## config.mk

```make
export PLATFORM = sky130hd
export DESIGN_NAME = opamp_loop_sequencer_flat
export DESIGN_NICKNAME = d
export VERILOG_FILES = /design/src/rtl/opamp_loop_sequencer_if.sv /design/src/rtl/opamp_loop_sequencer.sv /design/src/flat_wrapper.sv
export SDC_FILE = /design/constraint.sdc
export NUM_CORES = 1
export LEC_CHECK = 0
export ABC_AREA = 1
export CORE_AREA = 2 2 197 199
export DETAILED_ROUTE_END_ITERATION = 8
export DIE_AREA = 0 0 199 201
export GPL_TIMING_DRIVEN = 1
export HOLD_SLACK_MARGIN = 0.03
export PLACE_DENSITY_LB_ADDON = 0.1
export SLEW_MARGIN = 20
export SYNTH_ARGS = -nofsm -noshare
export SYNTH_HDL_FRONTEND = slang
export SYNTH_SLANG_ARGS = --single-unit
```

## constraint.sdc

```tcl
create_clock -name clk -period 5.8 [get_ports clk]
set_input_delay 1.16 -clock clk [delete_from_list [all_inputs] [get_ports clk]]
set_output_delay 1.16 -clock clk [all_outputs]
set_load 0.02 [all_outputs]
```

## src/rtl/opamp_loop_sequencer_if.sv

```systemverilog
// Loop-side bus of the op-amp sequencer: control pulses, reference/feedback samples and the filter drive.
interface opamp_loop_sequencer_if #(
   parameter int W = 22
);
   logic                run;
   logic                step;
   logic                ovr_clr;
   logic signed [W-1:0] non_inv;
   logic signed [W-1:0] filt_y;
   logic signed [W-1:0] filt_x;
   logic                filt_en;
   logic                busy;
   logic                overrun;

   modport master (
      input  run, step, ovr_clr, non_inv, filt_y,
      output filt_x, filt_en, busy, overrun
   );

   modport slave (
      output run, step, ovr_clr, non_inv, filt_y,
      input  filt_x, filt_en, busy, overrun
   );
endinterface

```

## src/rtl/opamp_loop_sequencer.sv

```systemverilog
// Loop-tick scheduler sharing one signed multiplier; tick-to-filt_en latency 5 cycles, no backpressure
// (ticks while busy are dropped and flagged in overrun). OPAMP_SEQ_SAT_EN selects saturating narrowing.
module opamp_loop_sequencer #(
   parameter int C_WIDTH = 16,
   parameter int DIV     = 500,
   parameter int GAIN    = 100
) (
   input  logic                   clk,
   input  logic                   reset_n,
   opamp_loop_sequencer_if.master bus
);
   localparam int W  = C_WIDTH + 6;
   localparam int W2 = 2 * W;

   localparam logic [9:0]          CNT_MAX = 10'(DIV - 1);
   localparam logic [7:0]          GAIN8   = 8'(GAIN);
   localparam logic signed [W-1:0] GAIN_W  = {{(W-8){1'b0}}, GAIN8};
   localparam logic signed [W-1:0] SMAX    = {1'b0, {(W-1){1'b1}}};
   localparam logic signed [W-1:0] SMIN    = {1'b1, {(W-1){1'b0}}};

   typedef enum logic [2:0] {
      S_IDLE,
      S_SQUARE,
      S_SUB,
      S_GAIN,
      S_UPDATE
   } state_t;

   state_t              state;
   logic [9:0]          cnt;
   logic                cnt_tick;
   logic                tick;
   logic signed [W-1:0] sq_r;
   logic signed [W-1:0] sum_r;
   logic signed [W-1:0] prod_r;
   logic signed [W-1:0] filt_x_r;
   logic                filt_en_r;
   logic                busy_r;
   logic                overrun_r;
   logic signed [W-1:0] mul_a;
   logic signed [W-1:0] mul_b;
   logic signed [W2-1:0] mult;
   logic signed [W:0]   sum_w;

   // Both narrowing points share one 2W-bit view; sum is sign-extended before entry.
   function automatic logic signed [W-1:0] narrow(input logic signed [W2-1:0] v);
`ifdef OPAMP_SEQ_SAT_EN
      logic [W:0] top;
      top = v[W2-1:W-1];
      if (top == '0 || top == '1)
         return W'(v);
      else if (v[W2-1])
         return SMIN;
      else
         return SMAX;
`else
      return W'(v);
`endif
   endfunction

   assign cnt_tick = bus.run && (cnt == CNT_MAX);
   assign tick     = cnt_tick || bus.step;

   always_ff @(posedge clk or negedge reset_n) begin
      if (!reset_n)
         cnt <= '0;
      else if (!bus.run || cnt == CNT_MAX)
         cnt <= '0;
      else
         cnt <= cnt + 10'd1;
   end

   // Single shared multiplier; operands are parked at zero outside the two multiply steps.
   always_comb begin
      mul_a = '0;
      mul_b = '0;
      case (state)
         S_SQUARE: begin
            mul_a = bus.filt_y;
            mul_b = bus.filt_y;
         end
         S_GAIN: begin
            mul_a = sum_r;
            mul_b = GAIN_W;
         end
         default: ;
      endcase
   end

   assign mult  = mul_a * mul_b;
   assign sum_w = {bus.non_inv[W-1], bus.non_inv} - {sq_r[W-1], sq_r};

   always_ff @(posedge clk or negedge reset_n) begin
      if (!reset_n) begin
         state     <= S_IDLE;
         sq_r      <= '0;
         sum_r     <= '0;
         prod_r    <= '0;
         filt_x_r  <= W'(1);
         filt_en_r <= 1'b0;
         busy_r    <= 1'b0;
         overrun_r <= 1'b0;
      end else begin
         filt_en_r <= 1'b0;
         // Set has priority over clear so a coincident overrun is never lost.
         if (tick && busy_r)
            overrun_r <= 1'b1;
         else if (bus.ovr_clr)
            overrun_r <= 1'b0;

         case (state)
            S_IDLE: begin
               if (tick) begin
                  state  <= S_SQUARE;
                  busy_r <= 1'b1;
               end
            end
            S_SQUARE: begin
               sq_r  <= narrow(mult);
               state <= S_SUB;
            end
            S_SUB: begin
               sum_r <= narrow(W2'(sum_w));
               state <= S_GAIN;
            end
            S_GAIN: begin
               prod_r <= narrow(mult);
               state  <= S_UPDATE;
            end
            S_UPDATE: begin
               filt_x_r  <= prod_r;
               filt_en_r <= 1'b1;
               busy_r    <= 1'b0;
               state     <= S_IDLE;
            end
            default: begin
               busy_r <= 1'b0;
               state  <= S_IDLE;
            end
         endcase
      end
   end

   assign bus.filt_x  = filt_x_r;
   assign bus.filt_en = filt_en_r;
   assign bus.busy    = busy_r;
   assign bus.overrun = overrun_r;
endmodule
```

## src/flat_wrapper.sv

```systemverilog
// flat-port wrapper written by rule: the top's interface ports become plain ports
module opamp_loop_sequencer_flat 
#(
   parameter int C_WIDTH = 16,
   parameter int DIV     = 500,
   parameter int GAIN    = 100
)
  (clk, reset_n, bus_run, bus_step, bus_ovr_clr, bus_non_inv, bus_filt_y, bus_filt_x, bus_filt_en, bus_busy, bus_overrun);
  opamp_loop_sequencer_if bus_i ();
  input  logic clk;
  input  logic reset_n;
  input wire logic [$bits(bus_i.run)-1:0] bus_run;
  input wire logic [$bits(bus_i.step)-1:0] bus_step;
  input wire logic [$bits(bus_i.ovr_clr)-1:0] bus_ovr_clr;
  input wire logic [$bits(bus_i.non_inv)-1:0] bus_non_inv;
  input wire logic [$bits(bus_i.filt_y)-1:0] bus_filt_y;
  output wire logic [$bits(bus_i.filt_x)-1:0] bus_filt_x;
  output wire logic [$bits(bus_i.filt_en)-1:0] bus_filt_en;
  output wire logic [$bits(bus_i.busy)-1:0] bus_busy;
  output wire logic [$bits(bus_i.overrun)-1:0] bus_overrun;
  assign bus_i.run = bus_run;
  assign bus_i.step = bus_step;
  assign bus_i.ovr_clr = bus_ovr_clr;
  assign bus_i.non_inv = bus_non_inv;
  assign bus_i.filt_y = bus_filt_y;
  assign bus_filt_x = bus_i.filt_x;
  assign bus_filt_en = bus_i.filt_en;
  assign bus_busy = bus_i.busy;
  assign bus_overrun = bus_i.overrun;
  opamp_loop_sequencer #(.C_WIDTH(C_WIDTH), .DIV(DIV), .GAIN(GAIN)) u_core (.clk(clk), .reset_n(reset_n), .bus(bus_i));
endmodule
```

==> impl_metrics.tcl, run 1 <==
set metrics [dict create \
    syn_area_per_cell_um2 7.87 \
    io_buffers 73 \
    antenna_found_initial 0 \
    maxSlewHeadroom_pct 48.4 \
    drt-initial-drc-count 657 \
    hold_viol_final 0 \
    grt_max_degree 54 \
    drc 0 \
    post-place-cells 2442 \
    hold_buffers 0 \
    leakage_nw 9.26 \
    fin_cells 2588 \
    drv_cap 0 \
    grt_pass1_vias 12200 \
    status "finished, violations left" \
    gp_congestion 0.895 \
    numCtsBuffers 9 \
    avgRoutedWirePerCell_um 16.6 \
    track_usage_pct 22.2 \
    irDropWorstVdd_mv 0.402 \
    fp.dieH_um 201 \
    drt_first_pass_iters 5 \
    tightest_slew_ps 775 \
    cp-end-kind "register" \
    vias 11900 \
    clockBufferDepth 2 \
    yosysWarnings 0 \
    syn_to_final_growth_pct 44.6 \
    worst_path_max_delay_cell "fa_1" \
    synth-edff-count 0 \
    grt_pass1_wl_um 67400 \
    core_mm2 0.0381 \
    fmax_ghz 0.151 \
    drive_gt1_share_pct 32.5 \
    fin_skew_ps 14.8 \
    dp_worst_setup_slack_ps -1630 \
    antenna_left 0 \
    cp.required_ps 6100 \
    synthArstFlopShare_pct 100 \
    root_buffer "clkbuf_16" \
    period_share_pct 114 \
    yosys.area.top_type "fa_1" \
    violations "negative setup slack" \
    power_mw 10.3 \
    fin_util_pct 49.8 \
    worst-path-max-fanout 6 \
    syn_inst 1667 \
    hpwl_um 34300 \
    timing.hold.ws_ps 472 \
    p_per_area_mw_per_mm2 543 \
    synth_seq_area_share_pct 19.6 \
    cts_max_level 3 \
    die_x_um 199 \
    via_per_inst 4.60 \
    synth_fp_nets 2003 \
    worst_skew_pair.late_latency_ps 360 \
    cts_tree "built" \
    synth_area_leaders "fa_1 27%, dfrtp_1 19%, inv_1 11%, ha_1 11%, nand2_1 11%" \
    ys_ff_latch 103 \
    slowest_delay_ps 580 \
    crit_arrival_ps 6910 \
    diodes 0 \
    start_util_pct 34.4 \
    layout_setup_ws_ps -808 \
    yosys.area.top_type_share_pct 26.5 \
    start_kind "input port" \
    syn_area_mm2 0.0131 \
    hold_path.class "reg -> reg" \
    wl_um 42900 \
    io_pins 74 \
    layout.nets 2401 \
    crit_type "in -> reg" \
    final.fill_count 3739 \
    min_period_ps 6610 \
    maxSlewViolCount 0 \
    die_area_mm2 0.0400 \
    rows 72 \
    ys_types 48 \
    clock_sinks 103 \
    rsz0062_at_grt "yes" \
    clk_pin_slew_ps 80 \
    grt.overflow.total 0 \
    path_common_cell "fa_1" \
    synth-main-ff-cell "dfrtp_1" \
    setup_viol_count_final 24 \
]
==> cell type report <==
type / instances / area (um^2) / share of cell area (%)
multi-input cells: 1125 / 10100 / 53.0
repair buffers: 423 / 3740 / 19.7
flip-flops and latches: 103 / 2580 / 13.6
inverters: 401 / 1610 / 8.47
well taps: 518 / 648 / 3.42
clock buffers: 10 / 239 / 1.26
clock inverters: 6 / 85.1 / 0.448
repair inverters: 2 / 13.8 / 0.0725
==> final timing paths <==
check	start	slack [ps]	endpoint	cells after the start
hold / removal	u_core.cnt[0]	470	u_core.cnt[0]	1
max in group asynchronous	reset_n	3750	u_core.sq_r[18]	2
hold reg to reg	u_core.cnt[0]	470	u_core.cnt[0]	1
setup / recovery	bus_filt_y[8]	-810	u_core.prod_r[21]	27
min in group asynchronous	reset_n	850	u_core.bus.busy	1
setup reg to reg	u_core.state[2]	-790	u_core.prod_r[21]	28
==> state kept, by name, summed over array words and instances, names as in the netlist <==
register,count
u_core.bus.filt_x,22
u_core.prod_r,22
u_core.sq_r,22
u_core.sum_r,21
u_core.cnt,10
u_core.state,3
u_core.bus.busy,1
u_core.bus.filt_en,1
u_core.bus.overrun,1
==> cells in the mapped netlist, drive strengths merged, types with 2 or more instances <==
cell type  number
a21o            2
a21oi          56
a31oi           5
buf            14
clkbuf         24
clkinv          3
dfrtp         102
fa            174
ha            113
inv           398
nand2         389
nand3          60
nand3b          2
nand4          24
nor2          147
nor3            6
nor3b           2
nor4            2
o211ai          3
o21ai          88
o21bai          4
or2             5
xnor2          17
xor2           19
==> layer usage <==
layer | track usage [%] | vias to the layer above | share of wire, %
met3 | 2.02 | 46 | 3.3
li1 | - | 5824 | -
met2 | 36.8 | 202 | 48
met5 | 0 | - | 0
met4 | 4.45 | 0 | 1.9
met1 | 31.7 | 5839 | 47
==> through the flow <==
stage                     setup TNS, ps  cell area [um^2]
after floorplan                  -11710             13400
after global placement           -37300             16400
after detailed placement         -38200             16400
after CTS                        -13140             18200
after global routing             -17680             19000
final                            -12600             19000
==> logic make-up (layout without fill, tap and decap cells) <==
| kind of cell | after synthesis | in the layout | synth area share, % |
|---|---|---|---|
| flip-flops | 103 | 103 | 19.6 |
| AO/OA/AOI/OAI | 164 | 164 | 6.73 |
| adder cells (fa/ha/maj) | 287 | 287 | 37.3 |
| XOR/XNOR | 37 | 37 | 2.57 |
| buffers and inverters | 439 | 842 | 13.0 |
| AND/OR/NAND/NOR | 637 | 637 | 20.8 |
==> power by group <==
group / total, mW / internal, mW / switching, mW / leakage, nW
Clock: 0.686 / 0.359 / 0.327 / 0.156
Combinational: 8.45 / 3.84 / 4.62 / 7.78
Sequential: 1.17 / 0.993 / 0.179 / 1.33
==> cell usage in the layout (no fill, tap or decap), types with 9 or more instances in the layout <==
cell type,count
nand2_1,334
inv_1,325
buf_4,285
fa_1,159
nor2_1,101
dfrtp_1,99
ha_1,87
o21ai_0,64
inv_2,56
clkdlybuf4s50_1,53
buf_6,45
nand3_1,40
a21oi_1,37
nand2_2,34
ha_4,25
nor2_4,24
nor2_2,22
nand4_1,21
buf_12,18
nand2_4,16
xor2_1,16
xnor2_1,16
fa_2,15
a21oi_2,14
o21ai_2,12
nand3_4,11
buf_2,10
inv_4,9
nand3_2,9
o21ai_1,9
clkbuf_16,9
==> critical path: cells and delay by family <==
family / cells / cell delay, ps
buf+inv: 10 / 860
compound gates: 1 / 240
simple gates: 8 / 750
fa+ha+maj: 8 / 3870
==> timing repair <==
| action | CTS | global route |
|---|---|---|
| resized for setup | 261 | 150 |
| setup endpoints to repair | 30 | 28 |
| pin swaps | 120 | 99 |
| cloned | 3 | 0 |
| hold endpoints to repair | 0 | 0 |
| setup buffers | 106 | 33 |
No activity file was read; power rests on OpenSTA's default activity.
==> run 2, diff against run 1 <==
CAP_MARGIN = 20   (was unset)
CORE_AREA = 5 5 200 202   (was 2 2 197 199)
DIE_AREA = 0 0 205 207   (was 0 0 199 201)
==> run 2 against run 1 <==
  * Die area up 6.1%
  * Combinational power rose by 6.6%
  * Worst setup slack got worse by 110 ps
  * The flow still finishes with violations (negative setup slack)
  * Critical path type unchanged
==> impl_metrics.tcl, run 2 (synthesis gave the netlist of run 1 again) <==
set metrics [dict create \
    setup_viol_count_final 24 \
    grt_pass1_vias 13400 \
    grt_pass1_wl_um 72100 \
    p_comb_share_pct 83.2 \
    antenna_found_initial 0 \
    start_kind "input port" \
    cp.required_ps 6060 \
    die_x_um 205 \
    vias 12700 \
    maxSlewViolCount 0 \
    worst_skew_pair.late_latency_ps 360 \
    diodes 0 \
    clockBufferDepth 2 \
    final_cell_mix "426 x buf_4, 341 x nand2_1, 330 x inv_1" \
    fin_skew_ps 7.03 \
    crit_type "in -> reg" \
    drt-initial-drc-count 738 \
    status "finished, violations left" \
    path_delay_family "buffers and inverters" \
    drv_cap 0 \
    wl_um 46500 \
    avgRoutedWirePerCell_um 17.0 \
    p_per_area_mw_per_mm2 540 \
    hold_path.class "reg -> reg" \
    track_usage_pct 21.7 \
    irDropWorstVdd_mv 0.311 \
    die_area_mm2 0.0424 \
    timing.hold.ws_ps 470 \
    period_share_pct 116 \
    fp.dieH_um 207 \
    drt_first_pass_iters 7 \
    rows 72 \
    grt_max_degree 70 \
    worst-path-max-fanout 3 \
    start_util_pct 34.4 \
    via_per_inst 4.66 \
    rsz0062_at_grt "yes" \
    root_buffer "clkbuf_16" \
    drive_gt1_share_pct 36.8 \
    crit_arrival_ps 6980 \
    violations "negative setup slack" \
    tightest_slew_ps 947 \
    maxSlewHeadroom_pct 36.9 \
    leakage_nw 9.92 \
    fmax_ghz 0.149 \
    slowest_delay_ps 210 \
    gp_congestion 0.866 \
    numCtsBuffers 9 \
    cts_max_level 3 \
    internal_power_mw 5.54 \
    io_pins 74 \
    core_mm2 0.0381 \
    min_period_ps 6720 \
    antenna_left 0 \
    syn_to_final_growth_pct 53.0 \
    drc 0 \
    cts_tree "built" \
    clk_pin_slew_ps 80 \
    path_common_cell "buf_4" \
    hold_viol_final 0 \
    power_frac_seq_pct 10.8 \
    final.setup.tns_ps -12630 \
    switching_share_pct 48.9 \
    hpwl_um 34900 \
    netSwitchingPower_mw 5.30 \
    layout_setup_ws_ps -920 \
    clock_sinks 103 \
    layout_commonest_cell "buf_4" \
    grt.overflow.total 0 \
    p_clk_share_pct 6.0 \
    layout.nets 2545 \
    cp-end-kind "register" \
    path_buf_inv 35 \
    worst_path_max_delay_cell "xnor2_1" \
    io_buffers 73 \
]
## run 2: cell types whose count changed in the layout (fill, tap and decap cells not counted), sizes merged
cell and delta:
inv -2, buf +144, clkinv +1, clkdlybuf4s50 -1, clkdlybuf4s15 +1, dlygate4sd2 +2, clkinvlp -1
## run 2: what timing repair did
| item | in CTS | in global routing |
|---|---|---|
| setup buffers | 232 | 31 |
| cloned | 1 | 0 |
| gates resized for setup | 273 | 137 |
| pin swaps | 134 | 88 |
| hold buffers | 0 | 0 |
| endpoints found under the hold margin | 0 | 0 |
| setup endpoints to repair | 30 | 28 |
## run 2: final timing paths
kind / startpoint / end / slack [ps] / cells past startpoint
max in group asynchronous: reset_n / u_core.bus.filt_x[0] / 3810 / 2
setup / recovery: bus_filt_y[2] / u_core.prod_r[21] / -920 / 48
setup reg to reg: u_core.state[2] / u_core.prod_r[21] / -860 / 51
hold reg to reg: u_core.prod_r[5] / u_core.bus.filt_x[5] / 470 / 2
min in group asynchronous: reset_n / u_core.bus.busy / 910 / 1
hold / removal: u_core.prod_r[5] / u_core.bus.filt_x[5] / 470 / 2
## run 2: per-layer routing
metal  GRT usage (%)  wire, um
met3            2.67      1630
met4            6.08      1450
met1            29.5     20900
met5               0         0
met2            36.4     22500
## run 2: area by class of cell
class	count	area (um^2)
Clock buffer	10	229
Clock inverter	6	80.1
Multi-Input combinational cell	1125	10100
Timing Repair Buffer	569	4880
Sequential cell	103	2580
Inverter	401	1610
Fill cell	3545	18000
Tap cell	518	648
## run 2: worst reg2reg max path: cells and delay by family, from the launching register on
family / cells / cell delay, ps
buffers and inverters: 38 / 4710
and+or+nand+nor: 11 / 1040
DFF: 1 / 450
xor gates and xnor gates: 1 / 210
AOI/OAI and AO/OA: 1 / 130
## run 2: metrics by stage
step                      std cells  util, %  cell area, um^2  worst slack, ps  total power [mW]
after global routing           2732     52.7            20100            -1030              11.7
after floorplan                1667        -            13400             -730              4.84
after CTS                      2704     50.7            19300             -803              10.2
after global placement         2456     43.2            16500            -1640              7.88
after detailed placement       2456     43.2            16500            -1660              7.92
final                          2732     52.7            20100             -920              10.8
## run 2: power groups by stage
stage | logic [mW] | clock network (mW) | registers [mW]
after floorplan | 3.65 | 0 | 1.20
after global placement | 6.71 | 0 | 1.17
after detailed placement | 6.75 | 0 | 1.17
after CTS | 8.34 | 0.679 | 1.16
after global routing | 9.79 | 0.694 | 1.20
final | 9.01 | 0.652 | 1.17
